$ cat src/rtl/decomp_pkg.sv
// Shared FSM state encoding and instruction-format constants for the decompressor control path.
package decomp_pkg;
  typedef enum logic [2:0] {
    ST_RST      = 3'd0,
    ST_FETCH    = 3'd1,
    ST_DECODE   = 3'd2,
    ST_EMIT2    = 3'd3,
    ST_REDIRECT = 3'd4,
    ST_CFG      = 3'd5
  } state_t;

  localparam logic [3:0] OPCODE  = 4'b1111;
  localparam int         ENC_LEN = 4;
  localparam int         PCADD   = 4;
endpackage

$ cat src/rtl/decomp_wdog.sv
// Fetch watchdog: counts waiting cycles and pulses tc on the last one, then wraps to zero.
module decomp_wdog #(
  parameter int TIMEOUT = 16,
  parameter int CNT_W   = 5
) (
  input  logic clk,
  input  logic reset,
  input  logic clr,
  input  logic inc,
  output logic tc
);
  localparam logic [CNT_W-1:0] TC_VAL = CNT_W'(TIMEOUT - 1);

  logic [CNT_W-1:0] cnt_q, cnt_d;

  always_comb begin
    tc    = inc & (cnt_q == TC_VAL);
    cnt_d = cnt_q;
    if (clr || tc) cnt_d = '0;
    else if (inc)  cnt_d = cnt_q + 1'b1;
  end

  always_ff @(posedge clk) begin
    if (reset) cnt_q <= '0;
    else       cnt_q <= cnt_d;
  end
endmodule

$ cat src/rtl/decomp_sequencer.sv
// Control FSM for the instruction decompressor: fetch, decode, 1/2-word emit, redirect and
// token-table config windows. Drives datapath mux/enable nets.
module decomp_sequencer
  import decomp_pkg::*;
#(
  parameter int TIMEOUT = 16,
  parameter int CNT_W   = 5
) (
  input  logic clk,
  input  logic reset,
  input  logic mem_valid,
  input  logic encode,
  input  logic cpu_adv,
  input  logic branch,
  input  logic cfg_req,
  output logic mem_req,
  output logic pc_en,
  output logic branch_mux,
  output logic in_buf_en,
  output logic table_mux,
  output logic out_mux,
  output logic out_buf1_en,
  output logic out_buf2_en,
  output logic cpu_stall,
  output logic cfg_grant,
  output logic fetch_err
);
  state_t state_q, state_d;
  logic   fetch_err_q, fetch_err_d;
  logic   wd_inc, wd_clr, wd_tc;

  decomp_wdog #(.TIMEOUT(TIMEOUT), .CNT_W(CNT_W)) u_wdog (
    .clk  (clk),
    .reset(reset),
    .clr  (wd_clr),
    .inc  (wd_inc),
    .tc   (wd_tc)
  );

  assign wd_inc = (state_q == ST_FETCH) & ~cfg_req & ~branch & ~mem_valid;
  assign wd_clr = (state_q != ST_FETCH) | (state_d != ST_FETCH);

  always_comb begin
    state_d     = state_q;
    mem_req     = 1'b0;
    pc_en       = 1'b0;
    branch_mux  = 1'b1;
    in_buf_en   = 1'b0;
    table_mux   = 1'b0;
    out_mux     = 1'b0;
    out_buf1_en = 1'b0;
    out_buf2_en = 1'b0;
    cpu_stall   = 1'b1;
    cfg_grant   = 1'b0;
    unique case (state_q)
      ST_RST: begin
        pc_en   = 1'b1;
        state_d = ST_FETCH;
      end
      ST_FETCH: begin
        mem_req = 1'b1;
        if (cfg_req)        state_d = ST_CFG;
        else if (branch)    state_d = ST_REDIRECT;
        else if (mem_valid) begin
          in_buf_en = 1'b1;
          state_d   = ST_DECODE;
        end
      end
      ST_DECODE: begin
        cpu_stall   = 1'b0;
        branch_mux  = 1'b0;
        pc_en       = 1'b1;
        out_buf1_en = 1'b1;
        if (encode) begin
          table_mux   = 1'b1;
          out_buf2_en = 1'b1;
          state_d     = ST_EMIT2;
        end else begin
          state_d = ST_FETCH;
        end
      end
      ST_EMIT2: begin
        // A redirect wins over the CPU consuming the first word: the second token is dropped.
        if (branch) state_d = ST_REDIRECT;
        else if (cpu_adv) begin
          out_mux     = 1'b1;
          out_buf1_en = 1'b1;
          state_d     = ST_FETCH;
        end
      end
      ST_REDIRECT: begin
        pc_en   = 1'b1;
        state_d = ST_FETCH;
      end
      ST_CFG: begin
        cfg_grant = 1'b1;
        if (!cfg_req) state_d = ST_REDIRECT;
      end
      default: state_d = ST_RST;
    endcase

    // Reset forces the quiescent output set so no enable or table write leaks through.
    if (reset) begin
      mem_req     = 1'b0;
      pc_en       = 1'b0;
      branch_mux  = 1'b1;
      in_buf_en   = 1'b0;
      table_mux   = 1'b0;
      out_mux     = 1'b0;
      out_buf1_en = 1'b0;
      out_buf2_en = 1'b0;
      cpu_stall   = 1'b1;
      cfg_grant   = 1'b0;
    end
  end

  assign fetch_err_d = fetch_err_q | wd_tc;
  assign fetch_err   = fetch_err_q & ~reset;

  always_ff @(posedge clk) begin
    if (reset) begin
      state_q     <= ST_RST;
      fetch_err_q <= 1'b0;
    end else begin
      state_q     <= state_d;
      fetch_err_q <= fetch_err_d;
    end
  end
endmodule

$ cat config.mk
export PLATFORM = sky130hd
export DESIGN_NAME = decomp_sequencer
export DESIGN_NICKNAME = d
export VERILOG_FILES = /design/src/rtl/decomp_pkg.sv /design/src/rtl/decomp_wdog.sv /design/src/rtl/decomp_sequencer.sv
export SDC_FILE = /design/constraint.sdc
export NUM_CORES = 1
export LEC_CHECK = 0
export BUFFER_PORTS_ARGS = -buffer_cell sky130_fd_sc_hd__buf_2
export CAP_MARGIN = 0
export CORE_MARGIN = 5
export CORE_UTILIZATION = 40
export DETAILED_ROUTE_END_ITERATION = 8
export PLACE_DENSITY = 0.71
export SYNTH_ARGS = -nofsm -noshare
export SYNTH_HDL_FRONTEND = slang
export SYNTH_HIERARCHICAL = 1
export SYNTH_SLANG_ARGS = --single-unit
$ cat constraint.sdc
create_clock -name clk -period 3.1 [get_ports clk]
set_clock_uncertainty 0.1 [all_clocks]
set_input_delay 0.93 -clock clk [delete_from_list [all_inputs] [get_ports clk]]
set_output_delay 0.93 -clock clk [all_outputs]
set_load 0.005 [all_outputs]
==> flow_summary.toml, run 1 <==
[routing]
routed_wl_um = 1063
drt_iter0_markers = 5
first_pass_iters = 4
routed-via-count = 495
wl_per_cell_um = 10.96
ant_nets = 0
vias_per_cell = 5.103
post-route-drc-count = 0

[placement]
gp_congestion = 0.7297
hpwl_um = 859.2
placed_cell_area_um2 = 603.1
dp.cells = 93
io_buffers = 17

[timing]
hold_viol = 0
tns_ps = 0
slew_headroom_pct = 83.37
worst_slew_pin_slew_ps = 249.2
maxSlewViolCount = 0
post-route-period-util_pct = 85.96
rsz0062_at_grt = "false"
finalSetupViolCount = 0
max_freq_ghz = 0.3753
layout_min_cycle_time_ps = 2665

[synth]
yosysWarnings = 6
ys_async_sr_fraction_pct = 0
seq_area_frac_synth_pct = 34.04
synth_edf_count = 0
ys_ff_latch = 9
syn_inst = 65
synth_area_um2 = 529.3
ys_types = 31
avgSynthCellArea_um2 = 8.142
synth_fp_nets = 74
synthFlopType = "dfxtp_1"

[clocking]
postCtsSetupBuffers = 0
htree_levels = 1
numCtsBuffers = 3
path_clk_slew_ps = 60
clockRootBuffer = "clkbuf_4"
cts_tree = "done"
cts_sinks = 9
insertion_delay_ps = 250
cts-resized-gates = 0
clk_path_buf_depth = 2
cts_hold_buf = 0

[final_layout]
final_cells = 97
fillers = 128
stdcell_area_um2 = 629.4
syn_to_final_growth_pct = 18.91
antenna_cells = 0
final_nets = 92
layout-drive-gt1-share_pct = 34.15
final_util_pct = 49.61

[floorplanning]
die_w_um = 46.38
ios = 18
start_util_pct = 41.72
rows = 13
core-area_um2 = 1269
dieArea_um2 = 2151
die-height_um = 46.38

[power_and_ir_drop]
p_leak_nw = 0.2828
vdd_drop_max_v = 0.0001528
p_per_area_nw_per_um2 = 378.3
finalPower_uw = 238.1

[global_route]
groute.usage.overall_pct = 11.46
grt_max_degree = 11
grt_pass1_wl_um = 1787
grt_pass1_vias = 487
overflow = 0
antenna_found_initial = 0

[critical_path]
setup.worst_path.end_class = "output port"
startpoint_type = "primary input"
crit_top_cell = "buf_2"
arrival_ps = 1630
critPathRequiredTime_ps = 2070
critical-path-max-stage-delay_ps = 180
path_max_fanout = 10
cp_cell_sequence = "buf_2, nor2_1, nand2_1, nor3_1, buf_2"
cp_slowest_cell = "nor3_1"
path_class = "primary input to output port"

[job]
cap_viol_max_count = 0

[min_path]
hold_path_class = "flop to flop"

[run_status]
status = "finished clean"
path summary, 6_finish.rpt:
path	slack, ps	from	depth (start not counted)	end
worst max-delay path	440	reset	5	out_mux
worst min-delay path	370	fetch_err_q	2	fetch_err_q
worst max register to register	1180	state_q[1]	6	u_wdog/cnt_q[4]
worst min register to register	370	fetch_err_q	2	fetch_err_q
per-layer routing:
layer | GRT usage [%] | wire length [um] | up-vias
met2 | 18.96 | 502 | 21
met4 | 8.523 | 12 | 0
met5 | 0 | 0 | -
li1 | - | - | 254
met1 | 13.13 | 481 | 218
met3 | 1.563 | 66 | 2
sequential cells by signal (all words and copies together) (netlist names):
register,count
u_wdog/cnt_q,5
state_q,3
fetch_err_q,1
cells by family (layout without fill, tap and decap cells):
group	count (synthesis)	after routing	share of synthesized area, %
xor+xnor	3	3	4.965
flops	9	9	34.04
simple gates	31	31	31.92
fa+ha+maj	2	2	4.727
buf+inv	10	27	9.927
compound gates	9	9	12.53
mux	1	1	1.891
worst max-delay path: cells and delay by family:
kind,cells,cell delay [ps]
buf+inv,2,290
simple gates,3,420
metrics by stage:
| step | setup WS (ps) | hold WS, ps |
|---|---|---|
| after global placement | 472.5 | 344.4 |
| after CTS | 438.8 | 371.9 |
| after global routing | 345.1 | 414.0 |
| after detailed placement | 450.6 | 354.3 |
| after floorplan | 418.6 | 331.0 |
| final | 435.2 | 366.0 |
cell usage in the layout, fill, tap and decap left out, types with 2 or more instances in the layout:
cell / Yosys / final
a21o_2: 2 / 2
a21oi_1: 2 / 2
buf_2: 0 / 17
clkbuf_4: 0 / 3
dfxtp_1: 9 / 9
ha_1: 2 / 2
inv_1: 5 / 5
nand2_1: 3 / 3
nand3_1: 2 / 2
nor2_1: 12 / 12
nor3_1: 2 / 2
nor3b_1: 2 / 2
or4_1: 2 / 2
xor2_1: 2 / 2
cell usage after synthesis, types with 2 or more instances:
master   instances  area share, %
xor2_1           2            3.3
nand2_1          3            2.1
or4_1            2            2.8
dfxtp_1          9             34
nor3b_1          2            2.8
nand3_1          2            1.9
a21o_2           2            3.3
nor3_1           2            1.9
ha_1             2            4.7
inv_1            5            3.5
buf_4            2            2.8
a21oi_1          2            1.9
nor2_1          12            8.5
cell type report:
cell class / instances / area [um2] / area share [%]
sequential: 9 / 180.2 / 28.63
inverter: 6 / 22.52 / 3.579
timing repair buffer: 17 / 85.08 / 13.52
clock buffer: 4 / 26.28 / 4.175
tap: 15 / 18.77 / 2.982
multi-input combinational: 46 / 296.5 / 47.12
power by group:
part / switching, mW / internal [mW] / total [mW]
Sequential: 0.00370 / 0.118 / 0.122
Combinational: 0.0147 / 0.0124 / 0.0271
Clock: 0.0399 / 0.0495 / 0.0894
Total: 0.0583 / 0.180 / 0.238
Power figures use the tool's default switching activity.
==> run 2, diff against run 1 <==
SYNTH_HIERARCHICAL = default   (was 1)
==> flow_summary.toml, run 2 <==
[power_and_ir_drop]
finalPower_uw = 249.8
p_per_area_nw_per_um2 = 404.1
vdd_drop_max_v = 0.0002589
p_leak_nw = 0.3007

[floorplanning]
ios = 18
start_util_pct = 41.72
rows = 13
die_w_um = 46.38
die-height_um = 46.38
core-area_um2 = 1269
dieArea_um2 = 2151

[final_layout]
stdcell_area_um2 = 618.1
final_nets = 86
layout_commonest_cell = "buf_2"
reg_top3 = "u_wdog.cnt_q (5), state_q (3), fetch_err_q (1)"
layout-drive-gt1-share_pct = 35.53
regMostFlops = "u_wdog.cnt_q"
fillers = 139
final_cell_mix = "buf_2 (17), nor2_1 (12), dfxtp_1 (9)"
multi_input_area_um2 = 296.5
final_cells = 91
seqCellArea_um2 = 180.2
antenna_cells = 0
largest_reg_flops = 5
syn_to_final_growth_pct = 16.78

[critical_path]
crit_top_cell = "buf_2"
critical-path-max-stage-delay_ps = 230
regToRegSetupSlack_ps = 1560
path_max_fanout = 10
arrival_ps = 1720
path_class = "primary input to output port"
r2r_start = "u_wdog.cnt_q[0]"
cp_slowest_cell = "nor4_2"
crit_start = "reset"
critPathRequiredTime_ps = 2070
startpoint_type = "primary input"
cp_cell_sequence = "buf_2, nand2b_4, nor4_2, nand2b_1, buf_2"
setup.worst_path.end_class = "output port"

[global_route]
overflow = 0
grt_pass1_vias = 362
groute.usage.overall_pct = 10.70
grt_max_degree = 11
antenna_found_initial = 0
grt_pass1_wl_um = 1545

[routing]
post-route-drc-count = 0
routed-via-count = 456
ant_nets = 0
wl_per_cell_um = 10.76
routed_wl_um = 979
vias_per_cell = 5.011
drt_iter0_markers = 3
first_pass_iters = 3

[synth]
yosysTopAreaCell = "dfxtp_1"
synth_fp_nets = 69
yosysWarnings = 0
syn_inst = 60
synth_area_um2 = 529.3
ys_ff_latch = 9
yosysTopAreaCellShare_pct = 34.04
synth.area.top_cells = "dfxtp_1 (34%), nor2_1 (8.5%), buf_4 (5.7%)"
synthFlopType = "dfxtp_1"
yosysMostFrequentCell = "nor2_1"
avgSynthCellArea_um2 = 8.821
ys_async_sr_fraction_pct = 0
synth_edf_count = 0
ys_types = 30
seq_area_frac_synth_pct = 34.04
synth_top_cells_by_count = "nor2_1 (12), dfxtp_1 (9), buf_4 (4)"

[placement]
hpwl_um = 778.2
placed_cell_area_um2 = 591.8
io_buffers = 17
dp.cells = 87
gp_congestion = 0.7215

[timing]
max_freq_ghz = 0.3638
worst_slew_pin_slew_ps = 379.7
rsz0062_at_grt = "false"
hold_viol = 0
slew_headroom_pct = 74.65
post-route-period-util_pct = 88.67
tns_ps = 0
finalSetupViolCount = 0
layout_min_cycle_time_ps = 2749
maxSlewViolCount = 0

[clocking]
cts_sinks = 9
cts-resized-gates = 0
cts_hold_buf = 0
insertion_delay_ps = 260
clk_path_buf_depth = 2
htree_levels = 1
path_clk_slew_ps = 50
clockRootBuffer = "clkbuf_4"
numCtsBuffers = 3
cts_tree = "done"
postCtsSetupBuffers = 0

[run_status]
status = "finished clean"

[job]
cap_viol_max_count = 0

[min_path]
hp-start = "u_wdog.cnt_q[0]"
hold_path_class = "flop to flop"
-- run 2: cells by family after synthesis --
family,Yosys count,share of synthesized area (%)
AND/OR/NAND/NOR,31,37.59
flip-flops,9,34.04
AO/OA/AOI/OAI,8,10.40
buffers and inverters,8,9.929
XOR/XNOR,2,3.310
adder cells (fa/ha/maj),2,4.727
-- run 2: final cells by class --
type | instances | area share (%)
Timing Repair Buffer | 17 | 13.77
Inverter | 3 | 1.822
Clock buffer | 4 | 4.251
Tap cell | 15 | 3.036
Multi-Input combinational cell | 43 | 47.98
Sequential cell | 9 | 29.15
-- run 2: final timing paths --
path                                   endpoint  cells past startpoint
worst max-delay path                out_buf1_en                      5
worst min-delay path            u_wdog.cnt_q[0]                      1
worst max register to register  u_wdog.cnt_q[3]                      6
worst min register to register  u_wdog.cnt_q[0]                      1
-- run 2: metrics by stage --
| stage | setup WS [ps] | hold slack [ps] | util [%] |
|---|---|---|---|
| 3_5_place_dp | 344.8 | 339.3 | 46.65 |
| 5_1_grt | 253.6 | 366.6 | 48.72 |
| 2_1_floorplan | 362.6 | 317.6 | - |
| 4_1_cts | 345.1 | 350.0 | 48.72 |
| 3_3_place_gp | 328.8 | 335.5 | 46.65 |
| 6_report | 351.1 | 347.9 | 48.72 |
-- run 2: power breakdown --
group / internal, mW / total [mW] / switching (mW)
Sequential: 0.120 / 0.128 / 0.00865
Clock: 0.0494 / 0.0874 / 0.0380
Combinational: 0.0187 / 0.0341 / 0.0154
Total: 0.188 / 0.250 / 0.0621
-- run 2: worst max-delay path, delay by kind of cell --
| kind | cells | cell delay [ps] |
|---|---|---|
| buffers and inverters | 2 | 260 |
| and+or+nand+nor | 3 | 530 |
-- run 2: layer usage --
layer | wire [um] | vias up | GRT usage, %
met1 | 396 | 201 | 11.60
met2 | 438 | 16 | 16.76
met3 | 113 | 5 | 3.516
li1 | - | 234 | -
met4 | 30 | 0 | 8.523
met5 | 0 | - | 0
==> run 3, diff against run 2 <==
PLACE_DENSITY = 0.73   (was 0.71)
clock period = 2.5 ns   (was 3.1 ns; I/O delays follow)
==> flow_summary.toml, run 3 (synthesis results as in run 2) <==
[run_status]
status = "finished clean"

[final_layout]
final_nets = 87
syn_to_final_growth_pct = 19.86
regMostFlops = "u_wdog.cnt_q"
layout-drive-gt1-share_pct = 36.36
antenna_cells = 0
largest_reg_flops = 5
layout_commonest_cell = "buf_2"
reg_top3 = "u_wdog.cnt_q (5), state_q (3), fetch_err_q (1)"
final_cell_mix = "buf_2 (17), nor2_1 (12), dfxtp_1 (9)"

[routing]
vias_per_cell = 4.989
ant_nets = 0
routed-via-count = 459
first_pass_iters = 2
routed_wl_um = 1024
wl_per_cell_um = 11.13
post-route-drc-count = 0
drt_iter0_markers = 1

[clocking]
numCtsBuffers = 3
insertion_delay_ps = 250
path_clk_slew_ps = 50
clk_path_buf_depth = 2
htree_levels = 1
cts_tree = "done"
cts_hold_buf = 0
clockRootBuffer = "clkbuf_4"
cts_sinks = 9

[floorplanning]
core-area_um2 = 1269
die-height_um = 46.38
die_w_um = 46.38
dieArea_um2 = 2151
ios = 18
rows = 13
start_util_pct = 41.72

[min_path]
hold_path_class = "flop to flop"
worstHoldPathCells = 1
hold_end = "u_wdog.cnt_q[0]"
hp-start = "u_wdog.cnt_q[0]"

[critical_path]
startpoint_type = "primary input"
regToRegSetupSlack_ps = 950
r2r_end = "u_wdog.cnt_q[2]"
critPathRequiredTime_ps = 1650
arrival_ps = 1550
r2r_start = "u_wdog.cnt_q[0]"
r2r_cells = 6
path_max_fanout = 10
path_class = "primary input to output port"
setup.worst_path.end_class = "output port"

[timing]
tns_ps = 0
maxSlewViolCount = 0
layout_min_cycle_time_ps = 2398
holdWs_ps = 350.2
finalSetupViolCount = 0
max_freq_ghz = 0.4171
slew_headroom_pct = 75.98
hold_viol = 0
rsz0062_at_grt = "false"
post-route-period-util_pct = 95.90
worst_slew_pin_slew_ps = 359.8

[global_route]
grt_pass1_wl_um = 1711
overflow = 0
grt_pass1_vias = 418
grt.busiest_layer = "met2"
groute.usage.overall_pct = 11.57
grt_util_met2_pct = 18.41
met3_usage_pct = 5.078
use_met1_pct = 12.53
antenna_found_initial = 0
grt_max_degree = 11

[placement]
io_buffers = 17
gp_congestion = 0.7056
hpwl_um = 802.5

[power_and_ir_drop]
p_leak_nw = 0.3072
vdd_drop_max_v = 0.0002796
p_per_area_nw_per_um2 = 491.8

[job]
cap_viol_max_count = 0
[run 3: changes by cell type in the layout (fill, tap and decap cells not counted)]
cell    change
nor4_4      +1
nor4_2      -1
buf_4       +1
[run 3: what timing repair did]
action | 4_1_cts | 5_1_grt
gates resized for setup | 0 | 1
hold endpoints to repair | 0 | 0
setup buffers | 0 | 0
endpoints found under the setup margin | 0 | 1
[run 3: cell type report]
cell class,count,area [um2]
fillers,145,634.4
multi-input cells,43,305.3
flip-flops and latches,9,180.2
repair buffers,18,92.59
clock buffers,4,26.28
well taps,15,18.77
inverters,3,11.26
[run 3: where the power goes]
part | leakage (nW) | switching (mW) | internal (mW)
sequential | 0.0732 | 0.00766 | 0.148
combinational | 0.219 | 0.0240 | 0.0253
clock | 0.0150 | 0.0456 | 0.0612
[run 3: worst max-delay path, cell delays in order]
cell      delay [ps]
buf_2            160
nand2b_4         180
nor4_4           230
nand2b_1         130
buf_2            110
[run 3: metal layers]
metal	wire length, um	vias to the layer above
met3	125	4
met5	0	-
met2	510	15
met4	18	0
met1	369	207
li1	-	233
[run 3: worst max path at each step]
| stage | endpoint | cells after the start | slack, ps | startpoint |
|---|---|---|---|---|
| after global placement | out_buf1_en | 5 | 90 | reset |
| after detailed placement | out_buf2_en | 4 | 100 | reset |
| after floorplan | table_mux | 4 | 120 | reset |
| after global routing | out_buf1_en | 5 | 10 | reset |
| final | out_buf1_en | 5 | 100 | reset |
| after CTS | out_buf2_en | 4 | 100 | reset |
[run 3: per-stage QoR]
step	area (um2)	instances	util (%)	power [mW]	setup WS, ps
global placement	599.3	88	47.24	0.2058	91.72
detailed placement	599.3	88	47.24	0.2071	98.72
floorplan	529.3	60	-	0.1925	122.6
global route	634.4	92	50.00	0.3366	9.679
CTS	625.6	92	49.31	0.3183	97.56
finish	634.4	92	50.00	0.3120	102.4
